<file path="src/rtl/aes_pkg.sv">
// Shared types and constants for the AES CBC block-mode sequencer.
package aes_pkg;

  localparam int AES_BLK_W = 128;

  localparam logic MODE_ENC = 1'b0;
  localparam logic MODE_DEC = 1'b1;

  typedef enum logic [2:0] {
    IDLE,
    WAIT_IN,
    LAUNCH,
    WAIT_CORE,
    OUTPUT,
    DONE
  } state_t;

endpackage

</file>
<file path="src/rtl/aes_cbc_ctrl.sv">
// CBC sequencer: streams N blocks through an external single-block AES core,
// applying the chaining XOR on the way in (encrypt) or out (decrypt).
module aes_cbc_ctrl
  import aes_pkg::*;
#(
  parameter int NBLK_W = 16
) (
  input  logic                 clk,
  input  logic                 rst_n,
  input  logic                 cfg_start,
  input  logic                 cfg_mode,
  input  logic [AES_BLK_W-1:0] cfg_key,
  input  logic [AES_BLK_W-1:0] cfg_iv,
  input  logic [NBLK_W-1:0]    cfg_nblk,
  input  logic                 s_valid,
  output logic                 s_ready,
  input  logic [AES_BLK_W-1:0] s_data,
  output logic                 m_valid,
  input  logic                 m_ready,
  output logic [AES_BLK_W-1:0] m_data,
  output logic                 aes_start,
  output logic                 aes_mode,
  output logic [AES_BLK_W-1:0] aes_key,
  output logic [AES_BLK_W-1:0] aes_in,
  input  logic [AES_BLK_W-1:0] aes_cipher,
  input  logic                 aes_ready,
  output logic                 busy,
  output logic                 done
);

  state_t                 state_r;
  logic [AES_BLK_W-1:0]   key_r;
  logic                   mode_r;
  logic [AES_BLK_W-1:0]   chain_r;
  logic [AES_BLK_W-1:0]   in_r;
  logic [AES_BLK_W-1:0]   blk_r;
  logic [AES_BLK_W-1:0]   out_r;
  logic [NBLK_W-1:0]      cnt_r;
  logic                   s_ready_r;
  logic                   m_valid_r;
  logic                   aes_start_r;
  logic                   busy_r;
  logic                   done_r;

  // Handshake strobes are registered and set on entry to the state that owns
  // them, so each is high for exactly the cycles spent in that state.
  always_ff @(posedge clk or negedge rst_n) begin
    if (!rst_n) begin
      state_r     <= IDLE;
      key_r       <= '0;
      mode_r      <= MODE_ENC;
      chain_r     <= '0;
      in_r        <= '0;
      blk_r       <= '0;
      out_r       <= '0;
      cnt_r       <= '0;
      s_ready_r   <= 1'b0;
      m_valid_r   <= 1'b0;
      aes_start_r <= 1'b0;
      busy_r      <= 1'b0;
      done_r      <= 1'b0;
    end else begin
      unique case (state_r)
        IDLE: begin
          done_r <= 1'b0;
          if (cfg_start) begin
            key_r   <= cfg_key;
            mode_r  <= cfg_mode;
            chain_r <= cfg_iv;
            cnt_r   <= cfg_nblk;
            busy_r  <= 1'b1;
            if (cfg_nblk == '0) begin
              state_r <= DONE;
            end else begin
              state_r   <= WAIT_IN;
              s_ready_r <= 1'b1;
            end
          end
        end

        WAIT_IN: begin
          if (s_valid) begin
            blk_r       <= s_data;
            in_r        <= (mode_r == MODE_DEC) ? s_data : (s_data ^ chain_r);
            s_ready_r   <= 1'b0;
            aes_start_r <= 1'b1;
            state_r     <= LAUNCH;
          end
        end

        LAUNCH: begin
          aes_start_r <= 1'b0;
          state_r     <= WAIT_CORE;
        end

        WAIT_CORE: begin
          if (aes_ready) begin
            if (mode_r == MODE_DEC) begin
              out_r   <= aes_cipher ^ chain_r;
              chain_r <= blk_r;
            end else begin
              out_r   <= aes_cipher;
              chain_r <= aes_cipher;
            end
            // Saturating decrement: an all-ones count is a legal job length.
            if (cnt_r != '0) cnt_r <= cnt_r - NBLK_W'(1);
            m_valid_r <= 1'b1;
            state_r   <= OUTPUT;
          end
        end

        OUTPUT: begin
          if (m_ready) begin
            m_valid_r <= 1'b0;
            if (cnt_r == '0) begin
              state_r <= DONE;
            end else begin
              state_r   <= WAIT_IN;
              s_ready_r <= 1'b1;
            end
          end
        end

        DONE: begin
          done_r  <= 1'b1;
          busy_r  <= 1'b0;
          state_r <= IDLE;
        end

        default: state_r <= IDLE;
      endcase
    end
  end

  // Core-facing signals come straight from registers that only change outside
  // WAIT_CORE, which keeps them stable for the whole core operation.
  assign aes_key   = key_r;
  assign aes_mode  = mode_r;
  assign aes_in    = in_r;
  assign aes_start = aes_start_r;
  assign s_ready   = s_ready_r;
  assign m_valid   = m_valid_r;
  assign m_data    = out_r;
  assign busy      = busy_r;
  assign done      = done_r;

endmodule

</file>
<file path="config.mk">
export PLATFORM = sky130hd
export DESIGN_NAME = aes_cbc_ctrl
export DESIGN_NICKNAME = d
export VERILOG_FILES = /design/src/rtl/aes_pkg.sv /design/src/rtl/aes_cbc_ctrl.sv
export SDC_FILE = /design/constraint.sdc
export NUM_CORES = 2
export LEC_CHECK = 0
export ABC_AREA = 1
export BUFFER_PORTS_ARGS = -buffer_cell sky130_fd_sc_hd__buf_4
export CELL_PAD_IN_SITES_DETAIL_PLACEMENT = 1
export CELL_PAD_IN_SITES_GLOBAL_PLACEMENT = 1
export CORE_AREA = 5 5 353 355
export CTS_CLUSTER_DIAMETER = 50
export DETAILED_ROUTE_END_ITERATION = 7
export DIE_AREA = 0 0 358 360
export PLACE_DENSITY_LB_ADDON = 0.1
export SKIP_CTS_REPAIR_TIMING = 1
export SYNTH_ARGS = -nofsm -noshare
export SYNTH_HDL_FRONTEND = slang
export SYNTH_SLANG_ARGS = --single-unit
export TNS_END_PERCENT = 50
</file>
<file path="constraint.sdc">
create_clock -name clk -period 2 [get_ports clk]
set_input_delay 0.3 -clock clk [delete_from_list [all_inputs] [get_ports clk]]
set_output_delay 0.3 -clock clk [all_outputs]
set_load 0.005 [all_outputs]
</file>
# After elaboration in Yosys (flattened, before gate mapping)
# Cells that the tools add are included.
# Widths: inputs -> output; s select.
[op_classes] addsub=1 eq_ne=12 muxes=31 bitwise=2 n_reduce_logical=19
[op_table] operator="$mux 128" n=5
[op_table] operator="$pmux 128 s2" n=1
[op_table] operator="$xor 128x128->128" n=2
[op_table] operator="$mux 16" n=3
[op_table] operator="$logic_not 16->1" n=2
[op_table] operator="$pmux 16 s2" n=1
[op_table] operator="$mux 3" n=6
[op_table] operator="$reduce_bool 16->1" n=1
[op_table] operator="$sub 16x1->16 const B" n=1
[op_table] operator="$pmux 3 s5" n=1
[op_table] operator="$ne 2x2->1 const B" n=7
[op_table] operator="$reduce_and 2->1" n=5
[op_table] operator="$mux 1" n=9
[op_table] operator="$pmux 1 s2" n=4
[op_table] operator="$reduce_and 4->1" n=2
[op_table] operator="$reduce_bool 2->1" n=4
[op_table] operator="$eq 3x2->1 const B" n=2
[op_table] operator="$eq 3x3->1 const B" n=2
[op_table] operator="$reduce_and 3->1" n=2
[op_table] operator="$reduce_and 6->1" n=1
[op_table] operator="$eq 3x1->1 const B" n=1
[op_table] operator="$logic_not 3->1" n=1
[op_table] operator="$pmux 1 s3" n=1
[op_table] operator="$reduce_bool 3->1" n=1
[totals] reg_bits=665 input_bits=535 out_inout_bits=390 wordCells=78

# Logic depth before layout (Yosys ltp)
[depth] ltp_word=4 mapped_depth=12 ltp_nobuf=11

# Worst setup path before layout
# OpenSTA, ideal clock, no wires.
[synth_path] path_kind="reg2reg" from="register state_r[1]" to="register blk_r[100]" setup_time_ns=0.125 t_arrival_ns=1.515 t_required_ns=1.875 setup_slack_ns=0.360 path_stages_with_launch=7 n_path_buf=3 period_less_slack_ns=1.640 path_cell_list="dfrtp_1 > nor3_2 > nand2_2 > buf_6 > buf_6 > buf_6 > mux2_4"
[synth_between] elab_chain_len=2
[synth_lines] element="start, declared" line="aes_cbc_ctrl.sv:31" rtl="state_t state_r;"
[synth_lines] element="start signal, assigned" line="aes_cbc_ctrl.sv:49" rtl="state_r <= IDLE;"
[synth_lines] element="start signal, assigned" line="aes_cbc_ctrl.sv:73" rtl="state_r <= DONE;"
[synth_lines] element="start signal, assigned" line="aes_cbc_ctrl.sv:75" rtl="state_r <= WAIT_IN;"
[synth_lines] element="$eq 3x1->1" line="aes_cbc_ctrl.sv:63" rtl="unique case (state_r)"
[synth_lines] element="$reduce_and 2->1 (no source line)"
[synth_lines] element="end signal, assigned" line="aes_cbc_ctrl.sv:83" rtl="blk_r <= s_data;"
[synth_lines] element="end, declared" line="aes_cbc_ctrl.sv:36" rtl="logic [AES_BLK_W-1:0] blk_r;"
# No other way between the ends.
# A chain may end at the register's enable or synchronous reset.

# Worst setup path in the final report
[layout_path] from="register state_r[0]" to="register key_r[20], in the netlist aes_key[20]"
[layout_between] elab_chain_len=2
[layout_lines] element="$logic_not 3->1" line="aes_cbc_ctrl.sv:63"
[layout_lines] element="$reduce_and 2->1 (no source line)"
[layout_lines] element="end signal, assigned" line="aes_cbc_ctrl.sv:67" rtl="key_r <= cfg_key;"
[layout_lines] element="end, declared" line="aes_cbc_ctrl.sv:32" rtl="logic [AES_BLK_W-1:0] key_r;"
# No other way between the ends.

==> results.cfg <==
[timing]
grt_setup_unrepaired = no
slew-limit-headroom_pct = 50.9
final_hold_viol_count = 3
clock_skew_ns = 0.0339
timing.hold.ws_ns = -0.0422
setup-tns-final_ns = 0
post-route-worst-setup-slack_ns = 0.126
setup_violations = 0
worst_slew_pin_slew_ns = 0.737
final.min_clock_period_ns = 1.87
timing_max_transition_violations_final = 0
fmax_mhz = 534
post-route-period-util_pct = 93.7

[global_routing]
antenna_found_initial = 29
total_routing_usage_gr_pct = 20.2
grt_use_met2_pct = 34.3
grt_start_max_net_pins = 108
grt_pass1_vias = 28407
globalRouteMet3Util_pct = 7.85
globalRouteMet1Util_pct = 23.9
global_route.peak_usage_layer = met2
global_route.overflow_total = 0
wire_length_of_the_first_global_routing_pass_microns = 194000

[clocking]
clock_latency_on_the_worst_skew_pair_ns = 0.75
tritoncts.num_buffers = 131
clock_slew_at_the_register_clock_pins_of_the_worst_setup_and_hold_paths_ns = 0.05
cts_sinks = 665
ctsHtreeMaxLevel = 4
clock_tree.root_cell = clkbuf_16
maximum_clock_path_buffer_count = 3
tritoncts_clock_tree = done

[pwr]
combinationalPowerShare_pct = 40.8
power.switching_fraction_pct = 35.8
p_clk_share_pct = 28.3
power.density_cell_area_nw_per_um2 = 1580
share_seq_of_total_power_pct = 30.9
power.static_leakage_nw = 23.9
post-layout-total-power_mw = 79.9
irDropWorstVdd_uv = 884
cell_internal_pwr_mw = 51.3
netSwitchingPower_mw = 28.6

[final_layout]
fillCellCount = 13505
multi_input_comb_area_sq_um = 13200
post-route-cell-area_sq_um = 50600
layout.cells.most_common = buf_4
most-common-layout-cells = 1,001 x buf_4, 757 x nand2_1, 664 x dfrtp_1
layout-drive-gt1-share_pct = 35.8
fin_nets = 5100
area_delta_synth_final_pct = 63.9
reg_area_sq_um = 16600

[synth]
synthDistinctLibCells = 30
ys_ff_latch = 665
synth-seq-area-share_pct = 53.9
number_of_synthesized_flops_with_an_enable_pin = 0
synthArstFlopShare_pct = 100
synth_warn = 0
synth.avg_cell_area_sq_um = 10.2
net_count_after_synthesis = 3577
dominantRegCellSynth = dfrtp_1
synth_area_sq_um = 30900
synthCells = 3041

[setup_path]
cp_max_fo = 26
reg2reg_to = aes_key[20]
cp_data_arrival_time_ns = 2.50
timing.critical_path.to_type = flop
worstSetupStartpoint = state_r[0]
timing.reg2reg.setup_slack_ns = 0.13
r2r_cells = 7
start_kind = flop
worst_r2r_startpoint = state_r[0]
crit_required_ns = 2.62
worstSetupPathType = reg -> reg
critical_path.endpoint = aes_key[20]

[floorplan]
floorplan.rows = 128
ios = 925
coreArea_sq_um = 121000
effective_utilization_at_floorplan_pct = 25.5
die-width_microns = 358
fp.dieH_microns = 360
floorplan.die_area_sq_um = 129000

[place]
place.port_buffers = 924
gp_congestion = 0.775
place_ws_ns = 0.133
dpl.hpwl_microns = 99600
detailed_place.area_sq_um = 40800

[drt]
drt-vias-per-instance = 4.45
via_count = 28097
drt_drc_violations_left = 0
detail-route-antenna-nets = 0
detail_route.wl_per_cell_microns = 21.8
drt_wl_total_microns = 138000
drtPass1Iterations = 5
first_iter_violations = 1314

[hold_path]
hold_start = aes_cipher[122]
hold_path.class = in -> reg
timing.hold.worst_path_depth = 3

[outcome]
failed_checks = hold timing
run_status = finished, violations left

[run]
maxCapViolations = 0
[kinds of logic after synthesis]
kind of cell | synth area share (%)
buf+inv | 3.62
xor+xnor | 7.29
fa+ha+maj | 0.0405
mux | 10.5
simple gates | 14.4
compound gates | 10.3
flops | 53.9
[Yosys cell counts, types with 2 or more instances]
cell type | count | share of area (%)
mux2_2 | 160 | 5.8
dfrtp_1 | 665 | 54
nor2_1 | 169 | 2.1
mux2_4 | 90 | 4.4
xor2_1 | 257 | 7.3
nor3_1 | 2 | 0.032
a31oi_1 | 129 | 2.6
buf_6 | 13 | 0.47
o211ai_1 | 128 | 3.1
nand4_1 | 2 | 0.041
nand3b_1 | 2 | 0.049
a21oi_1 | 4 | 0.065
or2_2 | 130 | 2.6
buf_4 | 13 | 0.32
nand3_1 | 17 | 0.28
inv_1 | 32 | 0.39
o21ai_0 | 275 | 4.5
nand2_2 | 3 | 0.061
buf_2 | 63 | 1.0
nand2_1 | 758 | 9.2
mux2_1 | 6 | 0.22
clkbuf_1 | 113 | 1.4
inv_2 | 3 | 0.036
[cell type report]
class / count / share of cell area [%]
antenna: 21 / 0.104
inverter: 36 / 0.292
clock inverter: 51 / 1.26
tap: 1625 / 4.02
sequential: 665 / 32.9
timing repair buffer: 1592 / 27.8
multi-input combinational: 2138 / 26.0
clock buffer: 181 / 7.62
[sequential cells by signal (all words and copies together), names as in the netlist, 3 cells and up]
signal / count
m_data: 128
chain_r: 128
cnt_r: 16
state_r: 3
aes_key: 128
aes_in: 128
blk_r: 128
[power by group through the flow]
| stage | logic [mW] | registers, mW | clock network, mW |
|---|---|---|---|
| floorplan | 16.6 | 23.9 | 0 |
| global placement | 31.8 | 24.8 | 0 |
| detailed placement | 32.2 | 24.8 | 0 |
| CTS | 32.4 | 24.7 | 23.2 |
| global route | 36.1 | 25.5 | 23.9 |
| finish | 32.6 | 24.7 | 22.6 |
[how the worst min path moves through the flow]
stage	endpoint
final	m_data[122]
after global routing	cnt_r[6]
after CTS	m_data[27]
after detailed placement	aes_in[30]
after global placement	aes_in[30]
after floorplan	aes_in[0]
[metrics by stage]
stage | cells | util (%) | hold WS (ns)
after floorplan | 3041 | - | 0.00441
after global placement | 5523 | 33.7 | 0.230
after detailed placement | 5523 | 33.7 | 0.227
after CTS | 5755 | 37.4 | -0.606
after global routing | 6303 | 41.8 | 0.00212
final | 6309 | 41.8 | -0.0422
[layer usage]
| layer | wire, microns | part of all wire (%) |
|---|---|---|
| met3 | 9820 | 7.1 |
| met5 | 23 | 0.017 |
| met2 | 68100 | 49 |
| met1 | 57200 | 41 |
| met4 | 2630 | 1.9 |
[critical path, stage by stage (launching register included)]
cell and delay, ns:
dfrtp_1 0.43, inv_2 0.10, nand2_1 0.09, nor2_1 0.24
nand2_4 0.13, buf_12 0.18, buf_12 0.22, mux2_2 0.29
No activity file was read; power rests on OpenSTA's default activity.
